===== config.mk =====
export PLATFORM = sky130hd
export DESIGN_NAME = bus_arbiter
export DESIGN_NICKNAME = d
export VERILOG_FILES = /design/src/rtl/bus_pkg.sv /design/src/rtl/rr_pick2.sv /design/src/rtl/bus_arbiter.sv
export SDC_FILE = /design/constraint.sdc
export NUM_CORES = 1
export LEC_CHECK = 0
export BUFFER_PORTS_ARGS = -buffer_cell sky130_fd_sc_hd__buf_4
export CAP_MARGIN = 15
export CORE_AREA = 10 10 107 109
export DETAILED_ROUTE_END_ITERATION = 12
export DIE_AREA = 0 0 117 119
export PLACE_DENSITY_LB_ADDON = 0.12
export SETUP_SLACK_MARGIN = 0.15
export SLEW_MARGIN = 20
export SYNTH_ARGS = -nofsm -noshare
export SYNTH_HDL_FRONTEND = slang
export SYNTH_SLANG_ARGS = --single-unit

===== constraint.sdc =====
create_clock -name clk -period 3.7 [get_ports clk]
set_input_delay 1.11 -clock clk [delete_from_list [all_inputs] [get_ports clk]]
set_output_delay 1.11 -clock clk [all_outputs]
set_load 0.01 [all_outputs]

===== src/rtl/bus_pkg.sv =====
// rtl/bus_pkg.sv - shared widths, command encodings and FSM state type for bus_arbiter
package bus_pkg;

  localparam int BUS_ADDR_W = 32;
  localparam int BUS_DATA_W = 32;

  localparam logic CMD_READ  = 1'b0;
  localparam logic CMD_WRITE = 1'b1;

  typedef enum logic [1:0] {
    ST_IDLE = 2'd0,
    ST_GNT0 = 2'd1,
    ST_GNT1 = 2'd2
  } state_e;

endpackage


===== src/rtl/rr_pick2.sv =====
// rtl/rr_pick2.sv - two-way round-robin pick; on a tie the master other than i_last wins
module rr_pick2 (
  input  logic i_req0,
  input  logic i_req1,
  input  logic i_last,
  output logic o_valid,
  output logic o_gnt
);

  always_comb begin
    o_valid = i_req0 | i_req1;
    o_gnt   = (i_req0 & i_req1) ? ~i_last : i_req1;
  end

endmodule


===== src/rtl/bus_arbiter.sv =====
// rtl/bus_arbiter.sv - two-master to one-slave arbiter with round-robin grant and
// combinational pass-through of the owning master's request and the slave's response
module bus_arbiter
  import bus_pkg::*;
#(
  parameter int ADDR_W = BUS_ADDR_W,
  parameter int DATA_W = BUS_DATA_W
) (
  input  logic              clk,
  input  logic              rst,
  input  logic              m0_req,
  input  logic [ADDR_W-1:0] m0_addr,
  input  logic              m0_cmd,
  input  logic [DATA_W-1:0] m0_wdata,
  output logic              m0_ack,
  output logic [DATA_W-1:0] m0_rdata,
  input  logic              m1_req,
  input  logic [ADDR_W-1:0] m1_addr,
  input  logic              m1_cmd,
  input  logic [DATA_W-1:0] m1_wdata,
  output logic              m1_ack,
  output logic [DATA_W-1:0] m1_rdata,
  output logic              s_req,
  output logic [ADDR_W-1:0] s_addr,
  output logic              s_cmd,
  output logic [DATA_W-1:0] s_wdata,
  input  logic              s_ack,
  input  logic [DATA_W-1:0] s_rdata
);

  state_e r_state;
  state_e w_next_state;
  logic   r_last_gnt;
  logic   w_cur;
  logic   w_done;
  logic   w_pick_last;
  logic   w_pick_valid;
  logic   w_pick_gnt;

  // After a completion the finishing master acts as "last", so the same picker
  // yields the other master if it waits, else the current one if it still requests.
  assign w_cur       = (r_state == ST_GNT1);
  assign w_done      = s_req & s_ack;
  assign w_pick_last = (r_state == ST_IDLE) ? r_last_gnt : w_cur;

  rr_pick2 u_pick (
    .i_req0  (m0_req),
    .i_req1  (m1_req),
    .i_last  (w_pick_last),
    .o_valid (w_pick_valid),
    .o_gnt   (w_pick_gnt)
  );

  always_ff @(posedge clk or posedge rst) begin
    if (rst) begin
      r_state    <= ST_IDLE;
      r_last_gnt <= 1'b1;
    end else begin
      r_state <= w_next_state;
      if (w_done) r_last_gnt <= w_cur;
    end
  end

  always_comb begin
    w_next_state = r_state;
    s_req        = 1'b0;
    s_addr       = '0;
    s_cmd        = 1'b0;
    s_wdata      = '0;
    m0_ack       = 1'b0;
    m0_rdata     = '0;
    m1_ack       = 1'b0;
    m1_rdata     = '0;

    case (r_state)
      ST_GNT0: begin
        s_req    = m0_req;
        s_addr   = m0_addr;
        s_cmd    = m0_cmd;
        s_wdata  = m0_wdata;
        m0_ack   = s_ack;
        m0_rdata = s_rdata;
      end
      ST_GNT1: begin
        s_req    = m1_req;
        s_addr   = m1_addr;
        s_cmd    = m1_cmd;
        s_wdata  = m1_wdata;
        m1_ack   = s_ack;
        m1_rdata = s_rdata;
      end
      default: ;
    endcase

    if ((r_state == ST_IDLE) || w_done) begin
      if (w_pick_valid) w_next_state = w_pick_gnt ? ST_GNT1 : ST_GNT0;
      else              w_next_state = ST_IDLE;
    end else if (!s_req) begin
      w_next_state = ST_IDLE;
    end
  end

endmodule


==> metrics, run 1 <==
Total Nets Final 700; Setup TNS Final 0 ns; Wirelength per Cell 19.7 µm; EDFF count, synth 0; worst setup margin 0.612 ns; Ys Warns 0; Die Ht 119 µm; antenna cells 0; clk buf depth 2; WS Path Type reg2out; Num CTS Buffers 3; max_cap viols 0; Critical Path Sink Type primary output; reg-to-reg setup timing slack 1.66 ns; outcome complete, no violations; vias post-DR 2900; first-pass GRT wire length 18300 µm; IO Port Bufs 298; Layout Area Growth over Synthesis 140%; Register Area 76.3 µm²; reg2reg path depth 6; final instance area 4070 µm²; mapped cell area 1700 µm²; router iterations before antenna repair 4; clock root buffer clkbuf_8; end point of the critical path s_req; GPL Wtd Cong 0.795; full die area 13900 µm²; Core Region 9460 µm²; Yosys reg bits 3; Post-Syn Nets 420; worst-skew pair later-pin latency 0.21 ns; Fill cells 964; Worst setup SP type flip-flop; min Tclk post-route 3.09 ns; Least-Margin Pin Slew 0.595 ns; Mapped Avg Cell Area 6.80 µm²; DRC 0; VDD IR max 174 µV; worst path required time 2.59 ns; Total Wirelength 12700 µm; layout cells sized above 1 59.2%; Post-DRT Antenna Nets 0; pwr/cell area 504 nW/µm²; hold path cells 2; Sink Count 3; pin count of the biggest net entering global routing 76; Max Slew Vio Count 0; post-synth top area share 28.7%; # rows 36; Crit Path Max Fanout 45; hold buffer count at cts 0; fmax 324 MHz; worst hold slack 0.596 ns; antenna violations before repair 0; DP Area 4030 µm²; buffer count from post-CTS setup fixing 0; gr usage total 16.4%; die width 117 µm; most common cell in the netlist and2_1; H-tree depth 1; multi-input logic area 1470 µm²; vias in the first global route 3096; Commonest cells post-synth 67 x and2_1, 65 x a22oi_1, 65 x nor2b_1; register area share after synthesis 4.49%; FF-to-FF Start r_state[0]; Min-Delay Path Class reg2reg; Synth area leaders a22oi_1 29%, and2_1 25%, nor2b_1 24%; post-place setup slack 0.801 ns; Critical Path Source r_state[0]; Yosys top cell by area a22oi_1; CTS clk-pin slew, worst paths 0.03 ns; RSZ-0062 raised after global routing no; CTS tree yes; ys flop type dfrtp_1; final setup vio count 0; final design utilization 43.0%; initial DRC count 175; Layout Skew 0.000271 ns; Netlist cell types 20; endpoints failing hold 0; Vias/cell 4.51; initial cell density of the core 18.0%; slew margin rel. 60.3%; RR Endpoint r_last_gnt; total global routing overflow 0; Crit path arrival time 1.98 ns; post_cts resized 0; post-synthesis cell count 250; fin crit share 83.5%; I/O pin total 299; Post-synth ARST share 100%; detailed placement HPWL 10700 µm; Leakage 2.07 nW
## logic make-up (layout without fill, tap and decap cells)
group / after synthesis / in the layout / share of synthesized area [%]
flip-flops: 3 / 3 / 4.49
multiplexers: 2 / 2 / 1.47
AND/OR/NAND/NOR: 136 / 136 / 50.1
adder cells (fa/ha/maj): 3 / 3 / 2.21
buffers and inverters: 34 / 313 / 9.43
AO/OA/AOI/OAI: 72 / 72 / 32.3
## routing by layer
metal	GRT usage, %	wire length [µm]
met5	0	0
met4	2.94	77
met3	7.73	1860
met2	31.6	6620
met1	15.3	4120
## flip-flops by register name (all words and copies together) (netlist names)
signal	flops
r_last_gnt	1
r_state	2
## critical path, cell delays in order (launching register included)
cell and delay, ns:
dfrtp_1 0.39, inv_1 0.09, ha_2 0.57, buf_12 0.28, a22o_4 0.16, and2_1 0.12, buf_4 0.12
## final cells by class
type	instances	share of cell area [%]
repair buffers	304	57.0
multi-input cells	213	36.1
well taps	114	3.50
flip-flops and latches	3	1.88
clock buffers	4	1.11
inverters	5	0.461
## worst min-delay path by stage
stage / startpoint / end / slack [ns]
floorplan: r_state[1] / r_state[1] / 0.53
global placement: r_state[0] / r_state[0] / 0.58
detailed placement: r_state[1] / r_state[1] / 0.59
CTS: r_state[0] / r_state[0] / 0.60
global route: r_state[1] / r_state[1] / 0.61
finish: r_state[0] / r_state[0] / 0.60
## power by group
| part | internal (mW) | switching [mW] | leakage [nW] |
|---|---|---|---|
| clock | 0.0734 | 0.0205 | 0.0228 |
| combinational | 0.964 | 0.929 | 2.01 |
| sequential | 0.0504 | 0.0123 | 0.0364 |
| total | 1.09 | 0.962 | 2.07 |
## cell usage in the layout, fill, tap and decap left out
| cell | instances |
|---|---|
| inv_1 | 5 |
| nand3_2 | 1 |
| a22o_4 | 1 |
| mux2i_1 | 1 |
| ha_1 | 1 |
| o211ai_1 | 4 |
| and2_1 | 67 |
| buf_4 | 301 |
| mux2_4 | 1 |
| nor2_1 | 1 |
| buf_12 | 3 |
| o21ai_0 | 1 |
| a22oi_1 | 65 |
| ha_2 | 2 |
| nor2b_1 | 65 |
| dfrtp_1 | 2 |
| a21o_1 | 1 |
| dfstp_2 | 1 |
| nand4_1 | 2 |
| clkbuf_1 | 1 |
| clkbuf_8 | 3 |
## per-stage QoR
step	std cells	total power, mW
after floorplan	250	1.10
after global placement	639	1.98
after detailed placement	639	1.99
after CTS	643	2.09
after global routing	643	2.23
final	643	2.05
Note: power is estimated with default switching activity, not from simulation.
==> run 2, diff against run 1 <==
ABC_AREA = 1   (was unset)
clock period = 2.6 ns   (was 3.7 ns; I/O delays follow)
==> metrics, run 2 <==
outcome complete, no violations; Yosys top cell by area nand2_1; register area share after synthesis 4.50%; fin cells 795; most frequent cells in the layout 305 x buf_4, 208 x nand2_1, 72 x inv_1, 61 x a21oi_1, 6 x buf_12; Layout Skew 0.000304 ns; Leakage 2.69 nW; reg-to-reg setup timing slack 1.06 ns; full die area 13900 µm²; total power 2.55 mW; Total Wirelength 13000 µm; vias post-DR 3348; VDD IR max 355 µV; clock root buffer clkbuf_8; Mapped Avg Cell Area 4.36 µm²; Sink Count 3; CTS tree yes; gr usage total 16.0%; Layout Area Growth over Synthesis 154%; Commonest cells post-synth 208 x nand2_1, 74 x inv_1, 65 x a21oi_1; Post-Syn Nets 559; final instance area 4310 µm²; min Tclk post-route 2.37 ns; Min-Delay Path Class in2async; pwr/cell area 592 nW/µm²; Post-DRT Antenna Nets 0; die width 117 µm; Post-Place Cells 780; Crit path arrival time 1.59 ns; worst path required time 1.82 ns; # rows 36; post-synthesis cell count 389; post-synthesis mux area share 0%; mapped cell area 1700 µm²; Synth Area in Compound Gates 20.8%; total global routing overflow 0; most common cell after layout, fill and taps aside buf_4; Total Nets Final 852; IO Port Bufs 298; Setup TNS Final 0 ns; hold buffer count at cts 0; GPL Wtd Cong 0.828; fraction of the mapped netlist area in adder cells 2.21%; H-tree depth 1; Core Region 9460 µm²; initial DRC count 180; Largest register FFs 2; DP Area 4060 µm²; antenna cells 0; router iterations before antenna repair 4; antenna violations before repair 0; max_cap viols 0; clk buf depth 2; Critical Path Sink Type primary output; Yosys reg bits 3; post-synth top area share 46.0%; most common cell in the netlist nand2_1; RSZ-0062 raised after global routing no; Ys Warns 0; fin crit share 91.0%; slew margin rel. 88.3%; FF-to-FF Start r_state[0]; Die Ht 119 µm; Worst setup SP type flip-flop; Least-Margin Pin Slew 0.175 ns; layout cells sized above 1 48.5%; Netlist cell types 15; final setup vio count 0; largest family of logic cells by synthesized area simple AND/OR/NAND/NOR gates; Num CTS Buffers 3; endpoints failing hold 0; Crit Path Max Fanout 34; ys flop type dfrtp_1; initial cell density of the core 17.9%; pin count of the biggest net entering global routing 38; I/O pin total 299; first-pass GRT wire length 17800 µm; DRC 0; worst-skew pair later-pin latency 0.21 ns; Max Slew Vio Count 0; fmax 423 MHz; largest registers r_state x2, r_last_gnt x1; Vias/cell 4.21; Wirelength per Cell 16.3 µm; EDFF count, synth 0; RR Endpoint r_state[1]; XOR/XNOR Fraction of Synth Area 0%; WS Path Type reg2out; Post-synth ARST share 100%; Synth area leaders nand2_1 46%, a21oi_1 19%, inv_1 16%; vias in the first global route 3204; register name with the most flops r_state; CTS clk-pin slew, worst paths 0.03 ns; reg2reg path depth 10; detailed placement HPWL 10500 µm; Fill cells 1008; Simple-Gate Fraction of Synth Area 47.1%
run 2: changes by cell type in the layout (fill, tap and decap cells not counted), sizes merged, moves of 2 or more:
cell and change:
o211ai -4, buf +11, inv +69, a21oi +66, nand2 +208, and2 -67, clkbuf +2, nor2b -65
a22oi -65
run 2: what timing repair did:
action	4_1_cts	5_1_grt
pin swaps	0	1
buffers inserted	3	5
hold endpoints to repair	0	0
setup endpoints to repair	48	57
gates resized for setup	3	13
gates cloned	1	2
run 2: final cells by class:
cell class                 instances  area (µm²)  share of cell area [%]
clock buffer                       4        45.0                    1.05
timing repair buffer             317        2540                    58.9
inverter                          74         278                    6.45
sequential                         3        76.3                    1.77
tap                              114         143                    3.31
multi-input combinational        283        1230                    28.5
run 2: through the flow:
step | utilization (%) | setup WS, ns | hold slack, ns
floorplan | - | 0.554 | 0.453
global placement | 42.9 | 0.328 | 0.475
detailed placement | 42.9 | 0.269 | 0.475
CTS | 44.1 | 0.152 | 0.438
global route | 45.5 | 0.154 | 0.441
finish | 45.5 | 0.234 | 0.438
run 2: logic make-up after synthesis:
| family | after synthesis |
|---|---|
| AO/OA/AOI/OAI | 69 |
| adder cells (fa/ha/maj) | 3 |
| buffers and inverters | 103 |
| flip-flops | 3 |
| AND/OR/NAND/NOR | 211 |
run 2: layer usage:
metal	wire (µm)	global-route usage, %
met2	6860	31.4
met5	0	0
met1	4530	15.6
met4	73	2.24
met3	1530	5.97
run 2: worst max-delay path, cell delays in order (launching register included):
cell and delay, ns:
dfrtp_1 0.41, inv_2 0.08, ha_1 0.31, inv_2 0.07, buf_12 0.17, a21oi_1 0.17, buf_4 0.15
run 2: power by group:
part           total, mW  switching, mW  leakage, nW  internal, mW
sequential        0.0821         0.0149       0.0364        0.0672
clock              0.135         0.0302       0.0228         0.104
combinational       2.33           1.24         2.63          1.10
total               2.55           1.28         2.69          1.27
run 2: how the worst max path moves through the flow:
stage | start | end | slack [ns] | cells after the start
detailed placement | r_state[1] | s_addr[1] | 0.27 | 6
floorplan | r_state[0] | s_addr[0] | 0.55 | 6
CTS | r_state[0] | s_wdata[10] | 0.15 | 6
finish | r_state[1] | s_wdata[18] | 0.23 | 6
global route | r_state[0] | s_req | 0.15 | 6
global placement | r_state[1] | s_addr[1] | 0.33 | 6
==> run 3, diff against run 2 <==
CAP_MARGIN = unset   (was 15)
SETUP_SLACK_MARGIN = 0.5   (was 0.15)
==> metrics, run 3 (same netlist as run 2, synthesis figures left out) <==
Total Nets Final 874; Wirelength per Cell 18.5 µm; outcome complete, no violations; Total Wirelength 15200 µm; final setup vio count 0; antenna violations before repair 0; initial DRC count 181; multi-input logic area 1630 µm²; Least-Margin Pin Slew 0.140 ns; worst hold slack 0.438 ns; Crit path arrival time 1.60 ns; GPL Wtd Cong 0.828; die width 117 µm; endpoints failing hold 0; Layout Area Growth over Synthesis 207%; Vias/cell 4.43; worst path required time 1.82 ns; WS Path Type reg2out; RSZ-0062 raised after global routing yes; full die area 13900 µm²; Worst setup SP type flip-flop; register name with the most flops r_state; Num CTS Buffers 3; Layout Skew 0.000179 ns; worst setup margin 0.223 ns; antenna cells 0; total global routing overflow 0; most common cell after layout, fill and taps aside buf_4; DRC 0; post-place setup slack 0.269 ns; Max Slew Vio Count 0; first-pass GRT wire length 18900 µm; pwr/cell area 677 nW/µm²; CTS tree yes; fin crit share 91.4%; min Tclk post-route 2.38 ns; vias in the first global route 3364; initial cell density of the core 17.9%; VDD IR max 404 µV; largest registers r_state x2, r_last_gnt x1; I/O pin total 299; Min-Delay Path Class in2async; slew margin rel. 90.6%; most frequent cells in the layout 295 x buf_4, 168 x nand2_1, 63 x inv_1, 54 x a21oi_2, 21 x nand2_4; Critical Path Sink Type primary output; gr usage total 17.2%; CTS clk-pin slew, worst paths 0.03 ns; Die Ht 119 µm; clk buf depth 2; vias post-DR 3621; max_cap viols 0; layout cells sized above 1 64.2%; Largest register FFs 2; final design utilization 55.1%; IO Port Bufs 298; Crit Path Max Fanout 7; Post-DRT Antenna Nets 0; pin count of the biggest net entering global routing 38; Core Region 9460 µm²; H-tree depth 1; total power 3.53 mW; clock root buffer clkbuf_8; Register Area 76.3 µm²; Sink Count 3; Leakage 3.06 nW; fmax 421 MHz; worst-skew pair later-pin latency 0.21 ns; router iterations before antenna repair 4; Fill cells 907; # rows 36; detailed placement HPWL 10500 µm; Setup TNS Final 0 ns
[run 3: cell type report]
type | count | area share (%)
Timing Repair Buffer | 339 | 58.3
Multi-Input combinational cell | 283 | 31.3
Inverter | 74 | 5.38
Tap cell | 114 | 2.74
Sequential cell | 3 | 1.46
Clock buffer | 4 | 0.864
[run 3: path summary, 6_finish.rpt]
check / from / slack, ns / depth (start not counted) / to
max: r_state[0] / 0.22 / 7 / s_addr[22]
min: rst / 0.44 / 2 / r_state[1]
max reg2reg: r_state[1] / 0.97 / 10 / r_state[1]
min reg2reg: r_last_gnt / 0.47 / 2 / r_last_gnt
max in group asynchronous: rst / 1.95 / 2 / r_last_gnt
min in group clk: r_last_gnt / 0.47 / 2 / r_last_gnt
[run 3: where the power goes]
| group | total [mW] | switching (mW) | internal, mW |
|---|---|---|---|
| Combinational | 3.31 | 1.66 | 1.65 |
| Clock | 0.134 | 0.0299 | 0.104 |
| Sequential | 0.0790 | 0.0118 | 0.0672 |
| Total | 3.53 | 1.71 | 1.82 |
[run 3: critical path: stages (launching register included)]
cell and delay [ns]:
dfrtp_1 0.38, inv_2 0.11, ha_4 0.22, buf_12 0.16, clkbuf_16 0.15, nand2_1 0.07
a21oi_2 0.14, buf_4 0.14
[run 3: what timing repair did]
| item | in CTS | in global routing |
|---|---|---|
| pin swaps | 0 | 42 |
| resized for setup | 30 | 134 |
| hold buffers | 0 | 0 |
| endpoints found under the setup margin | 132 | 132 |
| cloned | 5 | 14 |
| endpoints found under the hold margin | 0 | 0 |
| buffers inserted | 13 | 1 |
[run 3: routing by layer]
layer	wire, µm	share of wire (%)	global-route usage [%]	vias up
li1	-	-	-	1780
met1	5450	36	17.2	1633
met2	8060	53	33.5	196
met3	1530	10	5.87	12
met4	109	0.72	2.32	0
met5	0	0	0	-
[run 3: stage by stage]
stage          instances  cell area (µm²)
2_1_floorplan        389             1700
3_3_place_gp         780             4060
3_5_place_dp         780             4060
4_1_cts              802             4450
5_1_grt              817             5210
6_report             817             5210
